## src/rtl/muldiv_pkg.sv

```systemverilog
`default_nettype none
// ============================================================================
// Module      : muldiv_pkg
// Description : Shared definitions for the multi-cycle multiply/divide
//               sequencer: operation encoding, FSM state type, default
//               datapath width and the divide-by-zero quotient fill value.
// Revision    : 1.0 - initial release
// ============================================================================
package muldiv_pkg;

    localparam int WIDTH_DEFAULT = 32;

    // Operation encoding driven by the decode stage.
    localparam logic [2:0] OP_MULT  = 3'd0;
    localparam logic [2:0] OP_MULTU = 3'd1;
    localparam logic [2:0] OP_DIV   = 3'd2;
    localparam logic [2:0] OP_DIVU  = 3'd3;
    localparam logic [2:0] OP_MTHI  = 3'd4;
    localparam logic [2:0] OP_MTLO  = 3'd5;

    // Quotient returned on divide by zero; sliced down to WIDTH (WIDTH <= 64).
    localparam logic [63:0] DIVZ_LO = 64'hFFFF_FFFF_FFFF_FFFF;

    typedef enum logic [1:0] {
        ST_IDLE = 2'd0,
        ST_CALC = 2'd1,
        ST_FIX  = 2'd2
    } state_t;

endpackage : muldiv_pkg
`default_nettype wire

```

## src/rtl/muldiv_iter.sv

```systemverilog
`default_nettype none
// ============================================================================
// Module      : muldiv_iter
// Description : One combinational iteration of the multiply/divide datapath.
//               Multiply : shift-add on {acc, shr}; shr holds the multiplier
//                          and is consumed from the LSB.
//               Divide   : restoring shift-subtract; acc is the partial
//                          remainder, shr holds the dividend and collects
//                          quotient bits from the LSB.
// Ports       : is_div  - 1 selects divide step, 0 selects multiply step
//               acc_in  - upper working register (WIDTH+1 bits)
//               shr_in  - lower working register (WIDTH bits)
//               opnd    - multiplicand or divisor magnitude
//               acc_out - next upper working register
//               shr_out - next lower working register
// Revision    : 1.0 - initial release
// ============================================================================
module muldiv_iter #(
    parameter int WIDTH = 32
) (
    input  logic             is_div,
    input  logic [WIDTH:0]   acc_in,
    input  logic [WIDTH-1:0] shr_in,
    input  logic [WIDTH-1:0] opnd,
    output logic [WIDTH:0]   acc_out,
    output logic [WIDTH-1:0] shr_out
);

    logic [WIDTH:0]   w_sum;
    logic [WIDTH:0]   w_shifted;
    logic [WIDTH+1:0] w_diff;

    // Multiply: add the multiplicand when the current multiplier bit is set.
    // acc_in[WIDTH] is always 0 entering a step, so WIDTH+1 bits cannot wrap.
    assign w_sum = shr_in[0] ? (acc_in + {1'b0, opnd}) : acc_in;

    // Divide: bring the next dividend bit into the partial remainder and
    // trial-subtract; the extra top bit of w_diff is the borrow.
    assign w_shifted = {acc_in[WIDTH-1:0], shr_in[WIDTH-1]};
    assign w_diff    = {1'b0, w_shifted} - {2'b00, opnd};

    always_comb begin
        acc_out = '0;
        shr_out = '0;
        if (is_div) begin
            if (w_diff[WIDTH+1]) begin
                acc_out = w_shifted;
                shr_out = {shr_in[WIDTH-2:0], 1'b0};
            end else begin
                acc_out = w_diff[WIDTH:0];
                shr_out = {shr_in[WIDTH-2:0], 1'b1};
            end
        end else begin
            acc_out = {1'b0, w_sum[WIDTH:1]};
            shr_out = {w_sum[0], shr_in[WIDTH-1:1]};
        end
    end

endmodule : muldiv_iter
`default_nettype wire

```

## src/rtl/muldiv_ctrl.sv

```systemverilog
`default_nettype none
// ============================================================================
// Module      : muldiv_ctrl
// Description : Multi-cycle sequencer for MULT/MULTU/DIV/DIVU/MTHI/MTLO.
//               Owns the architectural HI/LO registers. A mul/div runs on
//               operand magnitudes for WIDTH iterations, then a FIX cycle
//               applies sign correction and commits HI/LO.
// Ports       : clk    - rising-edge clock
//               reset  - synchronous active-high reset
//               start  - request, sampled only in IDLE
//               op     - operation code (muldiv_pkg OP_*)
//               a      - rs operand: dividend / multiplicand / MTHI-MTLO data
//               b      - rt operand: divisor / multiplier
//               cancel - exception flush; aborts an in-flight mul/div
//               busy   - high whenever the FSM is not IDLE
//               done   - one-cycle pulse after HI/LO commit by a mul/div
//               hi, lo - HI/LO registers, read directly by MFHI/MFLO
// Revision    : 1.0 - initial release
// ============================================================================
module muldiv_ctrl
    import muldiv_pkg::*;
#(
    parameter int WIDTH = WIDTH_DEFAULT
) (
    input  logic             clk,
    input  logic             reset,
    input  logic             start,
    input  logic [2:0]       op,
    input  logic [WIDTH-1:0] a,
    input  logic [WIDTH-1:0] b,
    input  logic             cancel,
    output logic             busy,
    output logic             done,
    output logic [WIDTH-1:0] hi,
    output logic [WIDTH-1:0] lo
);

    localparam int               c_cnt_w    = $clog2(WIDTH + 1);
    localparam logic [c_cnt_w-1:0] c_cnt_last = c_cnt_w'(WIDTH - 1);

    state_t               r_state;
    state_t               w_state_nxt;
    logic [c_cnt_w-1:0]   r_cnt;

    logic [WIDTH:0]       r_acc;
    logic [WIDTH-1:0]     r_shr;
    logic [WIDTH-1:0]     r_opnd;
    logic [WIDTH-1:0]     r_a_orig;
    logic                 r_is_div;
    logic                 r_neg_res;
    logic                 r_neg_rem;
    logic                 r_div_zero;

    logic [WIDTH-1:0]     r_hi;
    logic [WIDTH-1:0]     r_lo;
    logic                 r_done;

    logic                 w_idle_req;
    logic                 w_is_md;
    logic                 w_accept;
    logic                 w_commit;
    logic                 w_signed;
    logic                 w_op_div;
    logic [WIDTH-1:0]     w_a_mag;
    logic [WIDTH-1:0]     w_b_mag;

    logic [WIDTH:0]       w_acc_nxt;
    logic [WIDTH-1:0]     w_shr_nxt;

    logic [2*WIDTH-1:0]   w_prod;
    logic [2*WIDTH-1:0]   w_prod_fix;
    logic [WIDTH-1:0]     w_quo_fix;
    logic [WIDTH-1:0]     w_rem_fix;
    logic [WIDTH-1:0]     w_hi_res;
    logic [WIDTH-1:0]     w_lo_res;

    // ------------------------------------------------------------------------
    // Request decode. cancel in IDLE suppresses any same-cycle start.
    // ------------------------------------------------------------------------
    assign w_idle_req = (r_state == ST_IDLE) && start && !cancel;
    assign w_is_md    = (op[2] == 1'b0);           // MULT/MULTU/DIV/DIVU
    assign w_accept   = w_idle_req && w_is_md;
    assign w_signed   = !op[0];                    // MULT and DIV are even codes
    assign w_op_div   = op[1];

    // Negating the most negative value yields itself, which read as unsigned
    // is the correct magnitude 2^(WIDTH-1).
    assign w_a_mag = (w_signed && a[WIDTH-1]) ? (-a) : a;
    assign w_b_mag = (w_signed && b[WIDTH-1]) ? (-b) : b;

    assign w_commit = (r_state == ST_FIX) && !cancel;

    // ------------------------------------------------------------------------
    // FSM
    // ------------------------------------------------------------------------
    always_ff @(posedge clk) begin
        if (reset) begin
            r_state <= ST_IDLE;
        end else begin
            r_state <= w_state_nxt;
        end
    end

    always_comb begin
        w_state_nxt = r_state;
        case (r_state)
            ST_IDLE: begin
                if (w_accept) begin
                    w_state_nxt = ST_CALC;
                end
            end
            ST_CALC: begin
                if (cancel) begin
                    w_state_nxt = ST_IDLE;
                end else if (r_cnt == c_cnt_last) begin
                    w_state_nxt = ST_FIX;
                end
            end
            ST_FIX: begin
                w_state_nxt = ST_IDLE;
            end
            default: begin
                w_state_nxt = ST_IDLE;
            end
        endcase
    end

    // ------------------------------------------------------------------------
    // Single-iteration datapath
    // ------------------------------------------------------------------------
    muldiv_iter #(
        .WIDTH (WIDTH)
    ) u_iter (
        .is_div  (r_is_div),
        .acc_in  (r_acc),
        .shr_in  (r_shr),
        .opnd    (r_opnd),
        .acc_out (w_acc_nxt),
        .shr_out (w_shr_nxt)
    );

    // ------------------------------------------------------------------------
    // Sign correction and result selection for the FIX commit.
    // Divide by zero bypasses sign correction: LO is all ones and HI is the
    // original (uncorrected) dividend.
    // ------------------------------------------------------------------------
    assign w_prod     = {r_acc[WIDTH-1:0], r_shr};
    assign w_prod_fix = r_neg_res ? (-w_prod) : w_prod;
    assign w_quo_fix  = r_neg_res ? (-r_shr) : r_shr;
    assign w_rem_fix  = r_neg_rem ? (-r_acc[WIDTH-1:0]) : r_acc[WIDTH-1:0];

    always_comb begin
        w_hi_res = '0;
        w_lo_res = '0;
        if (!r_is_div) begin
            w_hi_res = w_prod_fix[2*WIDTH-1:WIDTH];
            w_lo_res = w_prod_fix[WIDTH-1:0];
        end else if (r_div_zero) begin
            w_hi_res = r_a_orig;
            w_lo_res = DIVZ_LO[WIDTH-1:0];
        end else begin
            w_hi_res = w_rem_fix;
            w_lo_res = w_quo_fix;
        end
    end

    // ------------------------------------------------------------------------
    // Working registers, counter, HI/LO
    // ------------------------------------------------------------------------
    always_ff @(posedge clk) begin
        if (reset) begin
            r_cnt      <= '0;
            r_acc      <= '0;
            r_shr      <= '0;
            r_opnd     <= '0;
            r_a_orig   <= '0;
            r_is_div   <= 1'b0;
            r_neg_res  <= 1'b0;
            r_neg_rem  <= 1'b0;
            r_div_zero <= 1'b0;
            r_hi       <= '0;
            r_lo       <= '0;
            r_done     <= 1'b0;
        end else begin
            r_done <= w_commit;

            if (w_idle_req && (op == OP_MTHI)) begin
                r_hi <= a;
            end
            if (w_idle_req && (op == OP_MTLO)) begin
                r_lo <= a;
            end

            if (w_accept) begin
                r_cnt      <= '0;
                r_acc      <= '0;
                r_is_div   <= w_op_div;
                r_a_orig   <= a;
                r_div_zero <= w_op_div && (b == '0);
                r_neg_res  <= w_signed && (a[WIDTH-1] ^ b[WIDTH-1]);
                r_neg_rem  <= w_signed && w_op_div && a[WIDTH-1];
                // The lower register is consumed/shifted: dividend or multiplier.
                r_shr      <= w_op_div ? w_a_mag : w_b_mag;
                r_opnd     <= w_op_div ? w_b_mag : w_a_mag;
            end else if ((r_state == ST_CALC) && !cancel) begin
                r_acc <= w_acc_nxt;
                r_shr <= w_shr_nxt;
                r_cnt <= r_cnt + 1'b1;
            end

            if (w_commit) begin
                r_hi <= w_hi_res;
                r_lo <= w_lo_res;
            end
        end
    end

    assign busy = (r_state != ST_IDLE);
    assign done = r_done;
    assign hi   = r_hi;
    assign lo   = r_lo;

endmodule : muldiv_ctrl
`default_nettype wire

```

## config.mk

```make
export PLATFORM = sky130hd
export DESIGN_NAME = muldiv_ctrl
export DESIGN_NICKNAME = d
export VERILOG_FILES = /design/src/rtl/muldiv_pkg.sv /design/src/rtl/muldiv_iter.sv /design/src/rtl/muldiv_ctrl.sv
export SDC_FILE = /design/constraint.sdc
export NUM_CORES = 1
export LEC_CHECK = 0
export CORE_ASPECT_RATIO = 1.25
export CORE_MARGIN = 3
export CORE_UTILIZATION = 35
export DETAILED_ROUTE_END_ITERATION = 6
export GPL_ROUTABILITY_DRIVEN = 1
export GPL_TIMING_DRIVEN = 0
export PLACE_DENSITY = 0.61
export RECOVER_POWER = 100
export SLEW_MARGIN = 20
export SYNTH_ARGS = -nofsm -noshare
export SYNTH_HDL_FRONTEND = slang
export SYNTH_SLANG_ARGS = --single-unit
```

## constraint.sdc

```tcl
create_clock -name clk -period 9.49 [get_ports clk]
set_clock_uncertainty 0.1 [all_clocks]
set_input_delay 2.3725 -clock clk [delete_from_list [all_inputs] [get_ports clk]]
set_output_delay 2.3725 -clock clk [all_outputs]
set_load 0.01 [all_outputs]
```

==> results by group, run 1 <==
Synthesis
  • Post-synth cell types: 78
  • Post-synth EDFFs: 0
  • Async S/R FF share, synth: 0
  • Largest cells by area after synthesis: dfxtp_1 (24%), mux2i_1 (7.4%), a21oi_1 (7.3%), nand2_1 (6.7%), xor2_1 (5.7%)
  • Synthesis-stage register bit count: 206
  • Syn_area_per_cell: 7.474 um2
  • Sequential area share after synthesis: 0.2435
  • Syn Nets: 2408
  • Area leader, netlist: dfxtp_1
  • Post-Synthesis Cells: 2266
  • Top FF cell, synth: dfxtp_1
  • Mapped Area: 0.01693 mm2
  • Top cell type's share of synthesized area: 0.2435
  • Warnings, synthesis: 0

Worst setup path
  • CP Launch Type: primary input
  • Slowest stage cell, crit path: nor4b_1
  • R2R Setup Slk: 4750 ps
  • Data required, critical path: 9860 ps
  • Critical path class: in2reg
  • Crit-path max cell delay: 1160 ps
  • R2R depth: 12
  • Crit-path max FO: 10
  • CP endpoint kind: flip-flop
  • Arr. time, crit path: 6440 ps
  • Most frequent cell on the critical path: clkbuf_1
  • R2r endpoint: hi[10]
  • Reg-to-Reg Start: r_shr[0]
  • CP Cell Sequence: dlygate4sd3_1 > nor4b_1 > nor2b_1 > clkbuf_1 > clkbuf_1 > clkbuf_1 > o211ai_1 > a21oi_1

Final layout
  • Final nets: 2565
  • Final core occ: 0.4182
  • Most frequent cells in the layout: nand2_1 (302), a21oi_1 (248), dfxtp_1 (206)
  • Leading cell type in the layout, fill and taps excluded: nand2_1
  • Synthesis-to-finish area growth: 17.42%
  • Layout cells sized above 1: 0.04545
  • Final Non-Filler Cells: 3080

Floorplan
  • Core ar.: 0.04755 mm2
  • I/O pin total: 137
  • Full die area: 0.05108 mm2
  • Die Wd: 202.7 um
  • Chip height: 251.9 um
  • Rows: 89
  • Initial cell density of the core: 0.3562

Drt
  • DRT met1 WL: 29530 um
  • WL/cell: 25.16 um
  • Via count: 18090
  • Remaining antenna violation count: 0
  • # DRC: 0
  • Uppermost layer routed: met4
  • Drt total wl: 77490 um
  • Initial DRC Count: 1589
  • Routed met2 length: 37560 um
  • DR pass1 iterations: 5
  • Vias/cell: 5.875
  • Metal3 WL: 4986 um

Timing
  • Final Setup Violations: 0
  • Setup TNS: 0 ps
  • Fin. Hold Viols: 0
  • Fin crit share: 0.6395
  • Slew HR: 0.03273
  • Final critical path time including I/O delays and setup: 6069 ps
  • RSZ-0062 raised after global routing: false
  • FMAX: 0.1648 GHz
  • Final Slew Violations: 0
  • Least-Margin Pin Slew: 1431 ps

Power
  • Comb power frac: 0.239
  • Power per Cell Area: 130.1 mW/mm2
  • Reg power frac: 0.354
  • Int Pwr: 1.699 mW
  • Net Sw Frac: 0.3432
  • LEAKAGE: 7.609 nW
  • VDD IR max: 98.19 uV
  • Clk pwr share: 0.407
  • Net Switching: 0.8876 mW

Global route
  • Grt ovf: 0
  • GRT Util Overall: 0.2907
  • Initial antenna violation count: 0
  • Vias in the first global route: 18070
  • Largest net degree at the start of global routing: 14
  • First-pass GRT wire length: 113300 um

CTS
  • Post-cts sizing count: 0
  • Setup Fix Bufs, Post-CTS: 0
  • Clock root cell: clkbuf_16
  • Clock sinks: 206
  • Clock slew seen by the registers of the worst setup and hold paths: 70 ps
  • Cts hold-fix bufs: 0
  • H-tree Lvls: 1
  • CTS Buf Count: 25
  • TritonCTS clock tree: yes
  • Maximum clock path buffer count: 3
  • Worst skew pair latency: 580 ps

Placed design
  • GPL Wtd Cong: 0.9524
  • Port Buf Inserts: 130
  • Placed Instances: 3033
  • DP HPWL: 61040 um

Run
  • Max cap viols: 0

Hold path
  • Hold EP: r_a_orig[2]
  • Hold WC Path Type: reg2reg
  • Hold Path Origin: r_a_orig[2]
  • Min-Delay Path Depth: 2

Run status
  • Status: complete, no violations
## routing by layer
metal	vias up	GRT usage
met1	8569	0.3329
met4	0	0.1769
met5	-	0
met3	241	0.03781
met2	809	0.5138
li1	8475	-
## logic make-up (layout without fill, tap and decap cells)
kind of cell,after synthesis,after routing,synth area share
adder cells (fa/ha/maj),71,71,0.05334
AND/OR/NAND/NOR,660,660,0.1799
XOR/XNOR,207,207,0.1071
buffers and inverters,252,428,0.05999
other,0,1,0
multiplexers,141,141,0.08445
flip-flops,206,206,0.2435
AO/OA/AOI/OAI,729,729,0.2717
## worst max-delay path by stage
stage	to	start	slack (ps)
finish	r_shr[3]	cancel	3420
global placement	r_shr[3]	cancel	3220
floorplan	r_opnd[29]	a[2]	4550
CTS	r_opnd[28]	a[3]	3820
global route	r_opnd[29]	a[3]	3410
detailed placement	r_opnd[28]	a[3]	3250
## layout make-up
| type | count | area [um2] |
|---|---|---|
| clock inverters | 15 | 181.4 |
| clock buffers | 31 | 688.2 |
| flip-flops and latches | 206 | 4124 |
| plain buffers | 191 | 787.0 |
| diodes | 1 | 2.502 |
| fillers | 4984 | 27660 |
| repair buffers | 130 | 1301 |
| multi-input cells | 1808 | 11780 |
| inverters | 61 | 229.0 |
| well taps | 637 | 797.0 |
## sequential cells by signal (all words and copies together) (netlist names)
| signal | count |
|---|---|
| done | 1 |
| hi | 32 |
| lo | 32 |
| r_a_orig | 32 |
| r_acc | 33 |
| r_cnt | 6 |
| r_div_zero | 1 |
| r_is_div | 1 |
| r_neg_rem | 1 |
| r_neg_res | 1 |
| r_opnd | 32 |
| r_shr | 32 |
| r_state | 2 |
## power by group through the flow
stage          logic [mW]  clock network, mW  registers (mW)
2_1_floorplan       0.374                  0           0.923
3_3_place_gp        0.601                  0           0.933
3_5_place_dp        0.603                  0           0.934
4_1_cts             0.608               1.05           0.915
5_1_grt             0.659               1.08           0.918
6_report            0.619               1.05           0.916
## metrics by stage
step / setup WS, ps / hold slack [ps] / total power, mW / cell area [um2]
5_1_grt: 3408 / 372.7 / 2.660 / 19880
6_report: 3421 / 353.2 / 2.586 / 19890
4_1_cts: 3816 / 352.7 / 2.571 / 19920
3_3_place_gp: 3219 / 339.1 / 1.534 / 19030
2_1_floorplan: 4552 / 332.8 / 1.297 / 16940
3_5_place_dp: 3251 / 344.7 / 1.537 / 19050
## critical path: cells and delay by family
| kind | cells | cell delay, ps |
|---|---|---|
| buffers and inverters | 4 | 2210 |
| AND/OR/NAND/NOR | 2 | 1390 |
| AO/OA/AOI/OAI | 2 | 460 |
## Yosys cell counts (all sizes together) (4+ instances only)
cell,instances
a2111oi,6
a211oi,34
a21boi,7
a21o,32
a21oi,248
a221oi,34
a311oi,4
a31o,5
a31oi,17
buf,41
clkbuf,150
dfxtp,206
ha,69
inv,60
mux2,15
mux2i,126
nand2,302
nand2b,17
nand3,27
nand3b,6
nand4,14
nor2,167
nor2b,13
nor3,31
nor3b,10
nor4,13
o211ai,86
o21a,10
o21ai,153
o21bai,7
o31a,18
o31ai,30
o41ai,16
or2,10
or3,19
or4,13
xnor2,96
xor2,111
Note: power is estimated with default switching activity, not from simulation.
==> run 2, diff against run 1 <==
--- a/config.mk
+++ b/config.mk
@@ -11,7 +11,7 @@
 export DETAILED_ROUTE_END_ITERATION = 6
 export GPL_ROUTABILITY_DRIVEN = 1
 export GPL_TIMING_DRIVEN = 0
-export PLACE_DENSITY = 0.61
+export PLACE_DENSITY = 0.63
 export RECOVER_POWER = 100
 export SLEW_MARGIN = 20
 export SYNTH_ARGS = -nofsm -noshare
==> constraint.sdc (replaced) <==
create_clock -name clk -period 4.9 [get_ports clk]
set_clock_uncertainty 0.1 [all_clocks]
set_input_delay 1.225 -clock clk [delete_from_list [all_inputs] [get_ports clk]]
set_output_delay 1.225 -clock clk [all_outputs]
set_load 0.01 [all_outputs]
==> run 2 against run 1 <==
Effect of this change: the run now ends with capacitance limit left; sequential cell count unchanged; sequential power rose by 93%; clock power is 100% higher.
==> results by group, run 2 (synthesis gave the netlist of run 1 again) <==
Run status
  • Status: finished with violations
  • Failing checks: capacitance limit

Worst setup path
  • Data required, critical path: 5280 ps
  • Arr. time, crit path: 5120 ps
  • Critical path class: reg2reg
  • R2R Setup Slk: 170 ps
  • CP Launch Type: flip-flop
  • CP endpoint kind: flip-flop
  • Crit-path max FO: 7

Floorplan
  • Die Wd: 202.7 um
  • Chip height: 251.9 um
  • Rows: 89
  • Full die area: 0.05108 mm2
  • Initial cell density of the core: 0.3562
  • Core ar.: 0.04755 mm2
  • I/O pin total: 137

Final layout
  • Synthesis-to-finish area growth: 17.52%
  • Multi-input gate area: 0.01176 mm2
  • Max reg flops: 33
  • Layout cells sized above 1: 0.04382
  • Final nets: 2565
  • Most frequent cells in the layout: nand2_1 (302), a21oi_1 (248), dfxtp_1 (206)
  • Reg area: 0.004124 mm2
  • Fillers: 4974
  • Leading cell type in the layout, fill and taps excluded: nand2_1
  • Final core occ: 0.4185
  • Fin area: 0.01990 mm2
  • Biggest register: r_acc

CTS
  • TritonCTS clock tree: yes
  • Maximum clock path buffer count: 3
  • Worst skew pair latency: 580 ps
  • CTS Buf Count: 25
  • Clock root cell: clkbuf_16
  • Clock slew seen by the registers of the worst setup and hold paths: 70 ps
  • H-tree Lvls: 1
  • Clock sinks: 206
  • Setup Fix Bufs, Post-CTS: 0

Power
  • VDD IR max: 240.7 uV
  • Net Sw Frac: 0.3421
  • Power per Cell Area: 255.0 mW/mm2
  • Net Switching: 1.736 mW
  • LEAKAGE: 7.616 nW
  • Clk pwr share: 0.416
  • Comb power frac: 0.235
  • Int Pwr: 3.338 mW
  • Reg power frac: 0.350

Timing
  • Least-Margin Pin Slew: 1453 ps
  • Setup TNS: 0 ps
  • FMAX: 0.2112 GHz
  • Slew HR: 0.02252
  • Fin. Hold Viols: 0
  • RSZ-0062 raised after global routing: false
  • Post-route setup slack: 165.2 ps
  • Final critical path time including I/O delays and setup: 4735 ps
  • Fin crit share: 0.9663
  • Final Slew Violations: 0
  • Final Setup Violations: 0

Drt
  • Via count: 18420
  • Initial DRC Count: 1918
  • Vias/cell: 5.980
  • DR pass1 iterations: 5
  • # DRC: 0
  • WL/cell: 24.99 um
  • Remaining antenna violation count: 0
  • Drt total wl: 76970 um

Placed design
  • Placed cell areas: 0.01904 mm2
  • DP HPWL: 60450 um
  • Pre-CTS setup slack: -167.0 ps
  • GPL Wtd Cong: 0.9942
  • Port Buf Inserts: 130

Global route
  • Initial antenna violation count: 0
  • Vias in the first global route: 18210
  • Largest net degree at the start of global routing: 16
  • First-pass GRT wire length: 113200 um
  • GRT Util Overall: 0.2895
  • Grt ovf: 0

Run
  • Max cap viols: 1

Hold path
  • Hold WC Path Type: reg2reg
[run 2: changes by cell type in the layout (fill, tap and decap cells not counted), sizes merged]
cell / delta
clkinv: +4
bufinv: +2
clkinvlp: -2
dlygate4sd3: +2
clkbuf: -4
clkdlybuf4s50: -2
[run 2: final timing paths]
check,endpoint,cells after the start,start
worst max-delay path,hi[25],11,r_shr[4]
worst max register to register,hi[25],11,r_shr[4]
worst min-delay path,r_a_orig[24],2,r_a_orig[24]
worst min register to register,r_a_orig[24],2,r_a_orig[24]
[run 2: what timing repair did]
action / CTS / global route
endpoints found under the setup margin: 10 / 4
resized for setup: 1 / 1
hold buffers: 0 / 0
[run 2: metal layers]
layer,vias up,GRT usage,routed length (um)
met5,-,0,0
met4,0,0.1836,5520
met3,262,0.03575,4775
met2,895,0.5085,37250
met1,8815,0.3325,29420
li1,8445,-,-
[run 2: critical path, cell delays in order (launching register included)]
cell and delay (ps):
dfxtp_1 300, clkbuf_1 180, or4_1 630, nor4_1 1190, nand3_2 340, or2_0 410
or2_0 350, o41ai_1 540, xor2_1 130, mux2i_1 190, nor2_1 70, a211oi_1 220
[run 2: final cells by class]
cell class / instances / area share
clock buffer: 27 / 0.03181
buffer: 191 / 0.03936
sequential: 206 / 0.2072
clock inverter: 19 / 0.01352
tap: 637 / 0.04005
multi-input combinational: 1808 / 0.5910
timing repair buffer: 130 / 0.06538
inverter: 61 / 0.01151
antenna: 1 / 0.0001257
[run 2: power groups by stage]
stage               Sequential [mW]  Combinational [mW]  Clock (mW)
finish                         1.77                1.19        2.11
global placement               1.81                1.16           0
detailed placement             1.81                1.16           0
global route                   1.78                1.27        2.18
CTS                            1.77                1.17        2.11
floorplan                      1.79               0.724           0
[run 2: stage by stage]
step | instances | total power, mW | hold slack, ps
2_1_floorplan | 2266 | 2.512 | 332.8
3_3_place_gp | 3033 | 2.967 | 337.7
3_5_place_dp | 3033 | 2.970 | 346.4
4_1_cts | 3079 | 5.055 | 355.5
5_1_grt | 3079 | 5.219 | 367.5
6_report | 3080 | 5.074 | 354.4
